File: src/rtl/fetch.sv
// Instruction fetch stage.
// Owns the program counter, issues single-outstanding word reads to instruction
// memory, buffers the returned word and hands it to decode over valid/ready.
// Redirects squash any in-flight or held instruction; a target with bit 1 set
// is reported as a misaligned-fetch fault instead of being fetched.
//
// Ports:
//   clk, rst             clock, asynchronous active-high reset
//   imem_req/imem_addr   read request and word address (held until imem_ack)
//   imem_ack/imem_rdata  read completion and instruction word
//   redirect/redirect_pc one-cycle flow change and its target (bit 0 ignored)
//   ins/pc/pc_4          instruction to decode, its address, address + 4
//   ins_valid/ins_ready  decode handshake
//   ins_fault            instruction-address-misaligned (ins = 0 when set)
module fetch #(
  parameter logic [31:0] RESET_PC = 32'h0000_0000
) (
  input  logic        clk,
  input  logic        rst,
  output logic        imem_req,
  output logic [31:0] imem_addr,
  input  logic        imem_ack,
  input  logic [31:0] imem_rdata,
  input  logic        redirect,
  input  logic [31:0] redirect_pc,
  output logic [31:0] ins,
  output logic [31:0] pc,
  output logic [31:0] pc_4,
  output logic        ins_valid,
  input  logic        ins_ready,
  output logic        ins_fault
);

  typedef enum logic [1:0] {StIdle, StFetch, StDrop, StHold} state_e;

  state_e      state_q, state_d;
  logic [31:0] fetch_pc_q, fetch_pc_d;
  logic [31:0] pending_pc_q, pending_pc_d;
  logic [31:0] ins_buf_q, ins_buf_d;
  logic [31:0] pc_buf_q, pc_buf_d;
  logic        fault_buf_q, fault_buf_d;

  logic [31:0] tgt;       // redirect target with bit 0 cleared
  logic [31:0] drop_tgt;  // newest target when the dropped request completes
  logic        fault_en;
  logic [31:0] fault_pc;

  assign tgt      = redirect_pc & ~32'h1;
  assign drop_tgt = redirect ? tgt : pending_pc_q;

  always_comb begin
    state_d      = state_q;
    fetch_pc_d   = fetch_pc_q;
    pending_pc_d = pending_pc_q;
    ins_buf_d    = ins_buf_q;
    pc_buf_d     = pc_buf_q;
    fault_buf_d  = fault_buf_q;
    fault_en     = 1'b0;
    fault_pc     = tgt;

    unique case (state_q)
      StIdle: begin
        // A redirect here behaves like FETCH without an ack.
        if (redirect) begin
          pending_pc_d = tgt;
          state_d      = StDrop;
        end else begin
          state_d = StFetch;
        end
      end
      StFetch: begin
        if (imem_ack) begin
          if (redirect) begin
            // Returned word belongs to the old flow; discard it.
            if (tgt[1]) begin
              fault_en = 1'b1;
            end else begin
              fetch_pc_d = tgt;
            end
          end else begin
            ins_buf_d   = imem_rdata;
            pc_buf_d    = fetch_pc_q;
            fault_buf_d = 1'b0;
            fetch_pc_d  = fetch_pc_q + 32'd4;
            state_d     = StHold;
          end
        end else if (redirect) begin
          // Address must stay stable until the pending read completes.
          pending_pc_d = tgt;
          state_d      = StDrop;
        end
      end
      StDrop: begin
        if (redirect) begin
          pending_pc_d = tgt;
        end
        if (imem_ack) begin
          if (drop_tgt[1]) begin
            fault_en = 1'b1;
            fault_pc = drop_tgt;
          end else begin
            fetch_pc_d = drop_tgt;
            state_d    = StFetch;
          end
        end
      end
      StHold: begin
        if (redirect) begin
          // Squash the held word even if decode is ready this cycle.
          if (tgt[1]) begin
            fault_en = 1'b1;
          end else begin
            fetch_pc_d = tgt;
            state_d    = StFetch;
          end
        end else if (ins_ready) begin
          state_d = StFetch;
        end
      end
      default: state_d = StIdle;
    endcase

    // Misaligned target: present a fault without touching memory.
    if (fault_en) begin
      pc_buf_d    = fault_pc;
      ins_buf_d   = 32'h0;
      fault_buf_d = 1'b1;
      fetch_pc_d  = fault_pc & ~32'h3;
      state_d     = StHold;
    end
  end

  always_ff @(posedge clk or posedge rst) begin
    if (rst) begin
      state_q      <= StIdle;
      fetch_pc_q   <= RESET_PC;
      pending_pc_q <= 32'h0;
      ins_buf_q    <= 32'h0;
      pc_buf_q     <= 32'h0;
      fault_buf_q  <= 1'b0;
    end else begin
      state_q      <= state_d;
      fetch_pc_q   <= fetch_pc_d;
      pending_pc_q <= pending_pc_d;
      ins_buf_q    <= ins_buf_d;
      pc_buf_q     <= pc_buf_d;
      fault_buf_q  <= fault_buf_d;
    end
  end

  assign imem_req  = (state_q == StFetch) || (state_q == StDrop);
  assign imem_addr = fetch_pc_q;
  assign ins_valid = (state_q == StHold);
  assign ins       = ins_buf_q;
  assign pc        = pc_buf_q;
  assign pc_4      = pc_buf_q + 32'd4;
  assign ins_fault = fault_buf_q;

endmodule

File: config.mk
export PLATFORM = sky130hd
export DESIGN_NAME = fetch
export DESIGN_NICKNAME = d
export VERILOG_FILES = /design/src/rtl/fetch.sv
export SDC_FILE = /design/constraint.sdc
export NUM_CORES = 1
export LEC_CHECK = 0
export ABC_AREA = 1
export CAP_MARGIN = 10
export CORE_MARGIN = 1
export CORE_UTILIZATION = 25
export CTS_CLUSTER_SIZE = 28
export DETAILED_ROUTE_END_ITERATION = 10
export PLACE_DENSITY = 0.52
export RECOVER_POWER = 100
export SETUP_SLACK_MARGIN = 0.5
export SKIP_LAST_GASP = 1
export SLEW_MARGIN = 30
export SYNTH_ARGS = -nofsm -noshare
export SYNTH_HDL_FRONTEND = slang
export SYNTH_SLANG_ARGS = --single-unit
File: constraint.sdc
create_clock -name clk -period 12.3 [get_ports clk]
set_input_delay 1.845 -clock clk [delete_from_list [all_inputs] [get_ports clk]]
set_output_delay 1.845 -clock clk [all_outputs]
set_load 0.05 [all_outputs]
==> results.yml <==
route:
  wl_per_cell_um: 16.76
  ant_nets: 0
  vias: 9295
  detail_route.first_pass.iterations: 7
  drt-initial-drc-count: 800
  wirelength_um: 32840
  drc: 0
  viasPerCell: 4.745
global_route:
  overflow: 0
  grt.total_usage_pct: 18.45
  grt_pass1_vias: 8734
  grt_pass1_wl_um: 51440
  grt_max_degree: 74
  grt_antenna_before_repair: 2
setup_path:
  worstReg2RegEnd: "imem_addr[12]"
  cp-start-kind: "input port"
  criticalPathCategory: "in2reg"
  rr_worst_depth: 14
  cp.required_ns: 12.60
  r2r_slack_ns: 5.72
  cp_max_fo: 63
  worstReg2RegStart: "state_q[0]"
  worst_ep_arrival_time_ns: 8.68
  endpoint_kind: "flop"
placed_design:
  pre_cts_slack_ns: 5.616
  numPortBuffers: 198
  routabilityCongestion: 0.8860
  hpwl_um: 22940
timing:
  fin_setup_tns_ns: 0
  hold_violations: 0
  setup_ws_ns: 3.922
  fmax_mhz: 119.4
  slew_headroom_pct: -135.2
  finalCritPeriodShare_pct: 68.12
  rsz0062_at_grt: "no"
  fin_worst_skew_ns: 0.01582
  slew_violations: 317
  final-setup-viol-count: 0
  fin_crit_ns: 8.378
  worstMarginPinSlew_ns: 3.509
synthesis:
  async_reset_ff_share_pct: 100.0
  synth-seq-cells: 131
  synth_top_area_share_pct: 37.09
  synth_ff_type: "dfrtp_1"
  synthCells: 1335
  avgSynthCellArea_sq_um: 6.620
  yosysTopAreaCell: "dfrtp_1"
  yosysUniqueCellTypes: 44
  yosysWarnings: 0
  synth-edff-count: 0
  synth.cell_area_sq_um: 8837
  syn-num-nets: 1411
  synthTopCellsByArea: "dfrtp_1 37%, nand2_1 21%, o21ai_0 7.0%"
  ys_seq_area_share_pct: 37.09
clock_tree:
  clk_pin_slew_ns: 0.06
  insertion_delay_ns: 0.43
  htree_levels: 4
  cts_sinks: 131
  clockBufferDepth: 2
  root_buffer: "clkbuf_16"
  cts_buffers: 17
  holdBufCountCts: 0
  cts_tree: "yes"
  post_cts_resize_count: 0
  post_cts.repair.setup_buffers: 0
finish:
  layout_commonest_cell: "nand2_1"
  fill_cells: 3733
  fin_nets: 1566
  final_cell_mix: "490 x nand2_1, 142 x o21ai_0, 133 x dlygate4sd3_1"
  syn_to_final_growth_pct: 32.13
  final_layout_size_suffix_gt1_share_pct: 4.325
die:
  dieWidth_um: 190.0
  die_y_um: 190.0
  pin_count: 200
  core-area_sq_um: 34630
  rows: 68
  dieArea_sq_um: 36110
  start_util_pct: 25.52
min_path:
  hp-class: "reg2reg"
  hold_end: "ins_fault"
  hold_depth: 2
  min-delay-start: "ins_fault"
pwr:
  power_mw: 3.620
  pwr_density_cell_nw_per_um2: 310.1
  peakVddDrop_mv: 0.1330
  leakagePower_nw: 5.494
run_status:
  violations: "capacitance limit, slew limit"
  outcome: "finished, violations left"
flow_run:
  cap_violations: 6
==> registers in the layout, indices dropped and copies added (netlist names) <==
name / flops
imem_addr: 32
ins: 32
ins_fault: 1
pc: 32
pending_pc_q: 32
state_q: 2
==> Yosys cell counts, types with 5 or more instances <==
| cell type | number |
|---|---|
| nand2_1 | 486 |
| dfrtp_1 | 131 |
| o21ai_0 | 124 |
| nor2_1 | 116 |
| inv_1 | 110 |
| nand3_1 | 73 |
| clkbuf_1 | 33 |
| a21oi_1 | 31 |
| xor2_1 | 28 |
| buf_2 | 25 |
| o22ai_1 | 22 |
| o211ai_1 | 21 |
| nor3_1 | 20 |
| o21ai_1 | 19 |
| or2_2 | 13 |
| a31oi_1 | 9 |
| xnor2_1 | 8 |
| buf_4 | 7 |
| ha_1 | 7 |
| mux2i_1 | 6 |
| nand4_1 | 6 |
| o221ai_1 | 6 |
| nand2_2 | 5 |
==> cell type report <==
cell class                 count  area, sq um  area share (%)
antenna                        1        2.502         0.02143
clock buffer                  17        425.4           3.643
clock inverter                15        202.7           1.736
inverter                     116        440.4           3.772
multi-input combinational   1018         4733           40.54
sequential                   131         3278           28.08
tap                          455        569.3           4.876
timing repair buffer         206         2024           17.34
==> per-layer routing <==
layer  up-vias  wire length (um)  GRT usage, %
li1       4624                 -             -
met1      4319             15100         24.88
met2       324             14950         29.96
met3        26              2326         3.597
met4         2               458         4.777
met5         -                 9             0
==> critical path: stages <==
cell and delay (ns):
buf_2 0.10, buf_4 0.33, clkinvlp_2 1.01, nand2_1 0.10, nand2_1 0.17, nand2_1 0.09
o21bai_1 0.22, nand2_1 1.01, nand3_1 0.49, nand2_1 0.52, nor2_4 0.19, clkbuf_1 1.63
inv_1 0.64, nand2_1 0.21, nand2_1 0.07
==> metrics by stage <==
| step | util, % | cells | hold WS (ns) | area [sq um] |
|---|---|---|---|---|
| after floorplan | - | 1335 | 0.4451 | 8837 |
| after global placement | 32.03 | 1925 | 0.4607 | 11090 |
| after detailed placement | 32.06 | 1926 | 0.4570 | 11100 |
| after CTS | 33.87 | 1958 | 0.4728 | 11730 |
| after global routing | 33.71 | 1958 | 0.4937 | 11670 |
| final | 33.72 | 1959 | 0.4612 | 11680 |
==> worst max-delay path by stage <==
stage          depth (start not counted)     start            end  slack [ns]
2_1_floorplan                          1       rst   imem_addr[0]        6.96
3_3_place_gp                          13  redirect          pc[0]        5.70
3_5_place_dp                          13  redirect          pc[0]        5.62
4_1_cts                               13  redirect          pc[0]        6.08
5_1_grt                               15  redirect  imem_addr[12]        3.38
6_report                              15  redirect  imem_addr[12]        3.92
==> kinds of logic after synthesis <==
group,Yosys count,share of synthesized area [%]
compound gates,240,15.36
xor+xnor,36,3.568
fa+ha+maj,7,0.9910
buf+inv,186,8.821
flops,131,37.09
mux,6,0.6796
simple gates,729,33.48
==> where the power goes <==
part           total [mW]  switching, mW  internal, mW  leakage (nW)
sequential          0.863          0.222         0.641          1.60
clock               0.556          0.215         0.342         0.305
combinational        2.20           1.56         0.639          3.59
(Power assumes the default switching activity.)
